<file path="config.mk">
export PLATFORM = sky130hd
export DESIGN_NAME = hazard_ctrl
export DESIGN_NICKNAME = d
export VERILOG_FILES = /design/src/rtl/hazard_ctrl.sv
export SDC_FILE = /design/constraint.sdc
export NUM_CORES = 1
export LEC_CHECK = 0
export CAP_MARGIN = 30
export CELL_PAD_IN_SITES_DETAIL_PLACEMENT = 0
export CELL_PAD_IN_SITES_GLOBAL_PLACEMENT = 1
export CORE_MARGIN = 2
export CORE_UTILIZATION = 20
export CTS_CLUSTER_SIZE = 14
export DETAILED_ROUTE_END_ITERATION = 16
export PLACE_DENSITY = 0.83
export REMOVE_ABC_BUFFERS = 1
export SYNTH_ARGS = -nofsm -noshare
export SYNTH_HDL_FRONTEND = slang
export SYNTH_SLANG_ARGS = --single-unit
</file>
<file path="constraint.sdc">
create_clock -name clock -period 1.55 [get_ports clock]
set_input_delay 0.31 -clock clock [delete_from_list [all_inputs] [get_ports clock]]
set_output_delay 0.31 -clock clock [all_outputs]
set_load 0.1 [all_outputs]
</file>
<file path="src/rtl/hazard_ctrl.sv">
// hazard_ctrl: pipeline hazard controller. Detects load-use hazards, applies
// taken-branch flushes and holds the pipeline while a multi-cycle mult/div
// runs (with a timeout). Optional performance counters are compiled in when
// the macro HAZARD_PERF_EN is defined; otherwise they read as constant 0.
module hazard_ctrl #(
    parameter int unsigned MD_TIMEOUT = 64
) (
    input  logic        clock,
    input  logic        reset_n,
    input  logic [4:0]  rs_fd,
    input  logic [4:0]  rt_fd,
    input  logic        use_rs_fd,
    input  logic        use_rt_fd,
    input  logic [4:0]  wr_dx,
    input  logic        load_dx,
    input  logic        md_start_x,
    input  logic        md_ready,
    input  logic        branch_taken_x,
    output logic        stall_pc,
    output logic        stall_fd,
    output logic        stall_dx,
    output logic        bubble_dx,
    output logic        bubble_xm,
    output logic        flush_fd,
    output logic        md_busy,
    output logic        md_timeout,
    output logic [31:0] stall_cycles,
    output logic [31:0] flush_events
);

    localparam int unsigned CNT_W  = 8;
    localparam int unsigned PERF_W = 32;
    localparam logic [CNT_W-1:0] CNT_MAX  = '1;
    localparam logic [CNT_W-1:0] CNT_LAST = CNT_W'(MD_TIMEOUT - 1);

    typedef enum logic [0:0] {
        RUN     = 1'b0,
        MD_WAIT = 1'b1
    } state_t;

    state_t           state;
    state_t           state_next;
    logic [CNT_W-1:0] md_cnt;
    logic             load_use;
    logic             md_expire;

    // Load-use hazard: F/D reads the register a D/X load is about to write.
    assign load_use = load_dx && (wr_dx != 5'd0) &&
                      ((use_rs_fd && (rs_fd == wr_dx)) ||
                       (use_rt_fd && (rt_fd == wr_dx)));

    // Last permitted wait cycle before the forced exit from MD_WAIT.
    assign md_expire = (md_cnt == CNT_LAST);

    // State register.
    always_ff @(posedge clock or negedge reset_n) begin
        if (!reset_n) begin
            state <= RUN;
        end else begin
            state <= state_next;
        end
    end

    // Next-state logic: enter MD_WAIT on an issuing mult/div, leave on ready or timeout.
    always_comb begin
        state_next = state;
        case (state)
            RUN: begin
                if (md_start_x) begin
                    state_next = MD_WAIT;
                end
            end
            MD_WAIT: begin
                if (md_ready || md_expire) begin
                    state_next = RUN;
                end
            end
            default: state_next = RUN;
        endcase
    end

    // Pipeline controls; priority in RUN is mult/div start, then branch, then load-use.
    always_comb begin
        stall_pc  = 1'b0;
        stall_fd  = 1'b0;
        stall_dx  = 1'b0;
        bubble_dx = 1'b0;
        bubble_xm = 1'b0;
        flush_fd  = 1'b0;
        md_busy   = 1'b0;
        if (reset_n) begin
            case (state)
                RUN: begin
                    if (md_start_x) begin
                        stall_pc  = 1'b1;
                        stall_fd  = 1'b1;
                        stall_dx  = 1'b1;
                        bubble_xm = 1'b1;
                    end else if (branch_taken_x) begin
                        flush_fd  = 1'b1;
                        bubble_dx = 1'b1;
                    end else if (load_use) begin
                        stall_pc  = 1'b1;
                        stall_fd  = 1'b1;
                        bubble_dx = 1'b1;
                    end
                end
                MD_WAIT: begin
                    md_busy = 1'b1;
                    if (!md_ready) begin
                        stall_pc  = 1'b1;
                        stall_fd  = 1'b1;
                        stall_dx  = 1'b1;
                        bubble_xm = 1'b1;
                    end
                end
                default: ;
            endcase
        end
    end

    // Wait counter and sticky timeout flag.
    always_ff @(posedge clock or negedge reset_n) begin
        if (!reset_n) begin
            md_cnt     <= '0;
            md_timeout <= 1'b0;
        end else begin
            if (state == RUN) begin
                if (md_start_x) begin
                    md_cnt <= '0;
                end
            end else if (!md_ready) begin
                if (md_cnt != CNT_MAX) begin
                    md_cnt <= md_cnt + CNT_W'(1);
                end
                if (md_expire) begin
                    md_timeout <= 1'b1;
                end
            end
        end
    end

`ifdef HAZARD_PERF_EN
    // Performance counters: PC-stall cycles and front-end flush events, wrapping.
    always_ff @(posedge clock or negedge reset_n) begin
        if (!reset_n) begin
            stall_cycles <= '0;
            flush_events <= '0;
        end else begin
            if (stall_pc) begin
                stall_cycles <= stall_cycles + PERF_W'(1);
            end
            if (flush_fd) begin
                flush_events <= flush_events + PERF_W'(1);
            end
        end
    end
`else
    assign stall_cycles = PERF_W'(0);
    assign flush_events = PERF_W'(0);
`endif

endmodule
</file>
==> results.md <==
* Commonest non-fill, non-tap cell in the layout: conb_1
* Port Buf Inserts at 30
* # DRC at 0
* Clock Path Buffers at 2
* Worst EP required at 1240 ps
* Final Skew at 2.11 ps
* Overall Global Routing Usage at 7.34%
* Fmax at 561 MHz
* CP Class: input port to output port
* Slew Limit Fails at 0
* Pwr/cell area at 1020 nW/µm²
* Grt ovf at 0
* Pre-antenna DRT Iters at 4
* Area taken by multi-input logic gates at 812 µm²
* Final #Nets at 228
* Synth Cell Area at 1220 µm²
* Synth Instances at 147
* TritonCTS clock tree: done
* Initial Utilization at 20.6%
* Worst endpoint data arrival time at 1470 ps
* PnR worst setup slack at -231 ps
* Clock Latency Late Sink at 230 ps
* Final non-filler cell area at 1790 µm²
* Seq/Total Area, Yosys at 20.5%
* Hold Vio Cnt, Final at 0
* Number of vias per cell at 3.63
* Reg2reg setup slack at 0 ps
* Post-synth top area cell: buf_4
* Worst Setup End Kind: output port
* First-pass GRT wire length at 3.80 mm
* Min-Delay Path Class: input port to asynchronous set/reset pin
* Fillers at 628
* Number of top-level pins at 95
* Routed WL per cell at 9.20 µm
* Finished Layout Cells at 278
* Final period utilization at 115%
* Via count at 1,008
* Placement Setup Slack at -695 ps
* Total clock sinks at 10
* Die width at 82.1 µm
* Die Height at 82.1 µm
* Max cap viols at 0
* Post-route ant nets at 0
* Die ar. at 6730 µm²
* GPL Wtd Cong at 0.781
* Yosys Warn Count at 0
* H-tree Lvls at 1
* FF/Latch Area at 250 µm²
* Post-layout util at 30.2%
* ANT cells at 0
* Top cell type's share of synthesized area at 40.7%
* Vias in the first global route at 873
* Final min period at 1780 ps
* Placed Area at 1600 µm²
* Initial antenna violation count at 0
* Worst-path maximum fanout at 2
* DRT iter0 DRCs at 19
* Post-synth cell types at 35
* Clock slew at reported path FFs at 50 ps
* Failing checks: setup timing
* Synthesized area per cell at 8.29 µm²
* Most frequent cells in the layout: conb_1, buf_4, dfrtp_1
* Largest net degree at the start of global routing at 12
* RSZ-0062 raised after global routing: true
* Leak at 0.000896 µW
* Critical path startpoint category: input port
* Hpwl dp at 2.11 mm
* Total CTS buffers at 3
* Flops & latches, synth at 10
* DRT Wirelength at 2.56 mm
* Final setup vio count at 6
* Dpl cells at 270
* Ratio of cells with drive above 1 in the final layout at 33.0%
* Worst vdd ir at 0.000371 V
* Top cells by area, synth: buf_4, dfrtp_1, xor2_1
* Root Buffer: clkbuf_8
* Rows at 28
* Core area at 5920 µm²
* Final TNS setup at -947 ps
* Status: finished with violations
* Area delta synth->final at 46.7%
## power breakdown
part	switching, µW	internal (µW)
Sequential	25.9	286
Clock	100	223
Combinational	937	255
Total	1060	764
## path summary, 6_finish.rpt
| kind | start | to | cells past startpoint |
|---|---|---|---|
| setup / recovery | wr_dx[2] | stall_pc | 7 |
| hold / removal | reset_n | md_cnt[7] | 2 |
| setup reg to reg | md_cnt[1] | md_cnt[3] | 5 |
| hold reg to reg | md_timeout | md_timeout | 1 |
| max in group asynchronous | reset_n | md_cnt[0] | 2 |
| min in group clock | md_timeout | md_timeout | 1 |
## layout make-up
cell class | instances | share of cell area [%]
Multi-Input combinational cell | 130 | 45.4
Inverter | 3 | 0.630
Tap cell | 75 | 5.25
Timing Repair Buffer | 56 | 31.6
Clock buffer | 4 | 3.08
Sequential cell | 10 | 14.0
## synthesized netlist by cell type, drive strengths merged
library cell / count
or4: 1
o21ai: 3
nor4: 3
clkbuf: 1
buf: 66
and3: 3
nand3: 3
ha: 1
o21bai: 2
and2: 3
a211oi: 1
a32oi: 1
o211ai: 2
a41o: 2
xnor2: 2
nor2b: 2
o211a: 1
a21o: 1
a311oi: 1
xor2: 8
nor2: 5
a21oi: 1
nand2b: 2
nand2: 6
o31ai: 3
nor3: 3
or3: 1
a31oi: 3
nand4: 2
inv: 3
dfrtp: 10
conb: 1
## worst max-delay path, stage by stage
cell	delay, ps
buf_6	100
buf_6	110
xor2_2	140
nor4_2	270
a32oi_2	130
o21bai_4	210
buf_12	200
## cells by family after synthesis
| logic type | after synthesis | share of synthesized area, % |
|---|---|---|
| simple gates | 34 | 16.0 |
| xor+xnor | 10 | 7.19 |
| compound gates | 21 | 13.0 |
| flops | 10 | 20.5 |
| buf+inv | 70 | 41.9 |
| fa+ha+maj | 1 | 1.03 |
| other cells | 1 | 0.308 |
## metal layers
metal | global-route usage, % | share of wire, %
met5 | 0 | 0
met4 | 2.50 | 0.66
met3 | 2.42 | 11
met2 | 13.3 | 50
met1 | 7.93 | 38
## what timing repair did
item	4_1_cts	5_1_grt
pin swaps	21	4
resized for setup	68	8
setup endpoints to repair	12	13
setup buffers	4	1
hold buffers	0	0
## flip-flops by register name, summed over array words and instances, names as in the netlist
name	count
state	1
md_timeout	1
md_cnt	8
## through the flow
stage / power, µW / hold slack, ps
after floorplan: 1190 / 14.4
after CTS: 1810 / 228
after global placement: 1420 / 505
final: 1830 / 240
after global routing: 1910 / 260
after detailed placement: 1430 / 512
Power figures use the tool's default switching activity.
==> patch (config.mk and constraints unchanged) <==
Set the localparam `CNT_W` to 6 (it was 8).
--- a/src/rtl/hazard_ctrl.sv
+++ b/src/rtl/hazard_ctrl.sv
@@ -30,3 +30,3 @@
 
-    localparam int unsigned CNT_W  = 8;
+    localparam int unsigned CNT_W  = 6;
     localparam int unsigned PERF_W = 32;
Function: same outputs for any inputs over 10 cycles, from zero or initial values and one cycle with reset_n low; that may be too few to reach the edited logic, so the function may still have changed.
==> patch against the original RTL <==
The run still ends with negative setup slack left; sequential cell count down 2; wire length down 16%; final area down 13%; count of clock-buffer cells in the layout down 1; sequential share of layout area down 0.98 points; clock skew down 0.00083 ns; die area down 8.5%; combinational power down 5%; worst setup slack worse by 0.046 ns; area after synthesis down 8.9%; synthesized cell count down 8.2%; power down 10%; non-clock buffer count down 6.
==> patch: results (changes against the original RTL) <==
- Worst vdd ir: 0.000401 V (+8.1%)
- Synth Area per Inst: 8.22 sq um (-0.84%)
- P_sw: 1010 uW (-4.7%)
- R2r setup slk: 0.09 ns (+0.09 ns)
- Sequential area share after synthesis: 18.0% (-2.5 points)
- Drt first pass iters: 2 (-2)
- Grt met1 use: 7.79% (-0.14 points)
- Resize count post-CTS: 64 (-5.9%)
- Met3 WL post-DR: 223 um (-23%)
- Initial antenna violation count: 1 (+1)
- Final worst slack: -0.277 ns (-0.0456 ns)
- NumNets Final: 210 (-7.9%)
- Filler cells: 584 (-7.0%)
- RR Endpoint: md_cnt[5]
- Wire length on met2: 1060 um (-17%)
- Synth Area in Compound Gates: 9.58% (-3.5 points)
- Grt met3 use: 1.61% (-0.81 points)
- Worst Setup EP: stall_fd
- CP startpoint: state
- Sequential group share of total power: 15.5% (-1.6 points)
- Status: finished, violations left
- Pleak: 0.000761 uW (-15%)
- Synth Area in XOR/XNOR: 8.68% (+1.5 points)
- Initial DRC count: 52 (+33)
- Largest net degree at the start of global routing: 10 (-2)
- Violated checks: negative setup slack
- Setup violations, final: 7 (+1)
==> patch: cell type report <==
cell class	instances	area (sq um)	area share, %
repair buffers	50	504	32.6
flip-flops and latches	8	201	13.0
clock buffers	3	41.3	2.67
well taps	72	90.1	5.82
inverters	1	3.75	0.243
multi-input cells	122	704	45.5
diodes	1	2.50	0.162
==> patch: cells by family (layout without fill, tap and decap cells) <==
logic type / count (synthesis) / in the layout
flops: 8 / 8
buf+inv: 68 / 54
mux: 1 / 1
fa+ha+maj: 1 / 1
other cells: 1 / 65
compound gates: 15 / 15
xor+xnor: 11 / 11
simple gates: 30 / 30
==> patch: per-stage QoR <==
| stage | TNS [ns] | hold slack (ns) | setup WS (ns) |
|---|---|---|---|
| global route | -1.46 | 0.268 | -0.338 |
| global placement | -3.89 | 0.519 | -0.651 |
| floorplan | -8.09 | 0.0144 | -2.53 |
| CTS | -1.09 | 0.249 | -0.255 |
| detailed placement | -3.96 | 0.512 | -0.657 |
| finish | -1.02 | 0.248 | -0.277 |
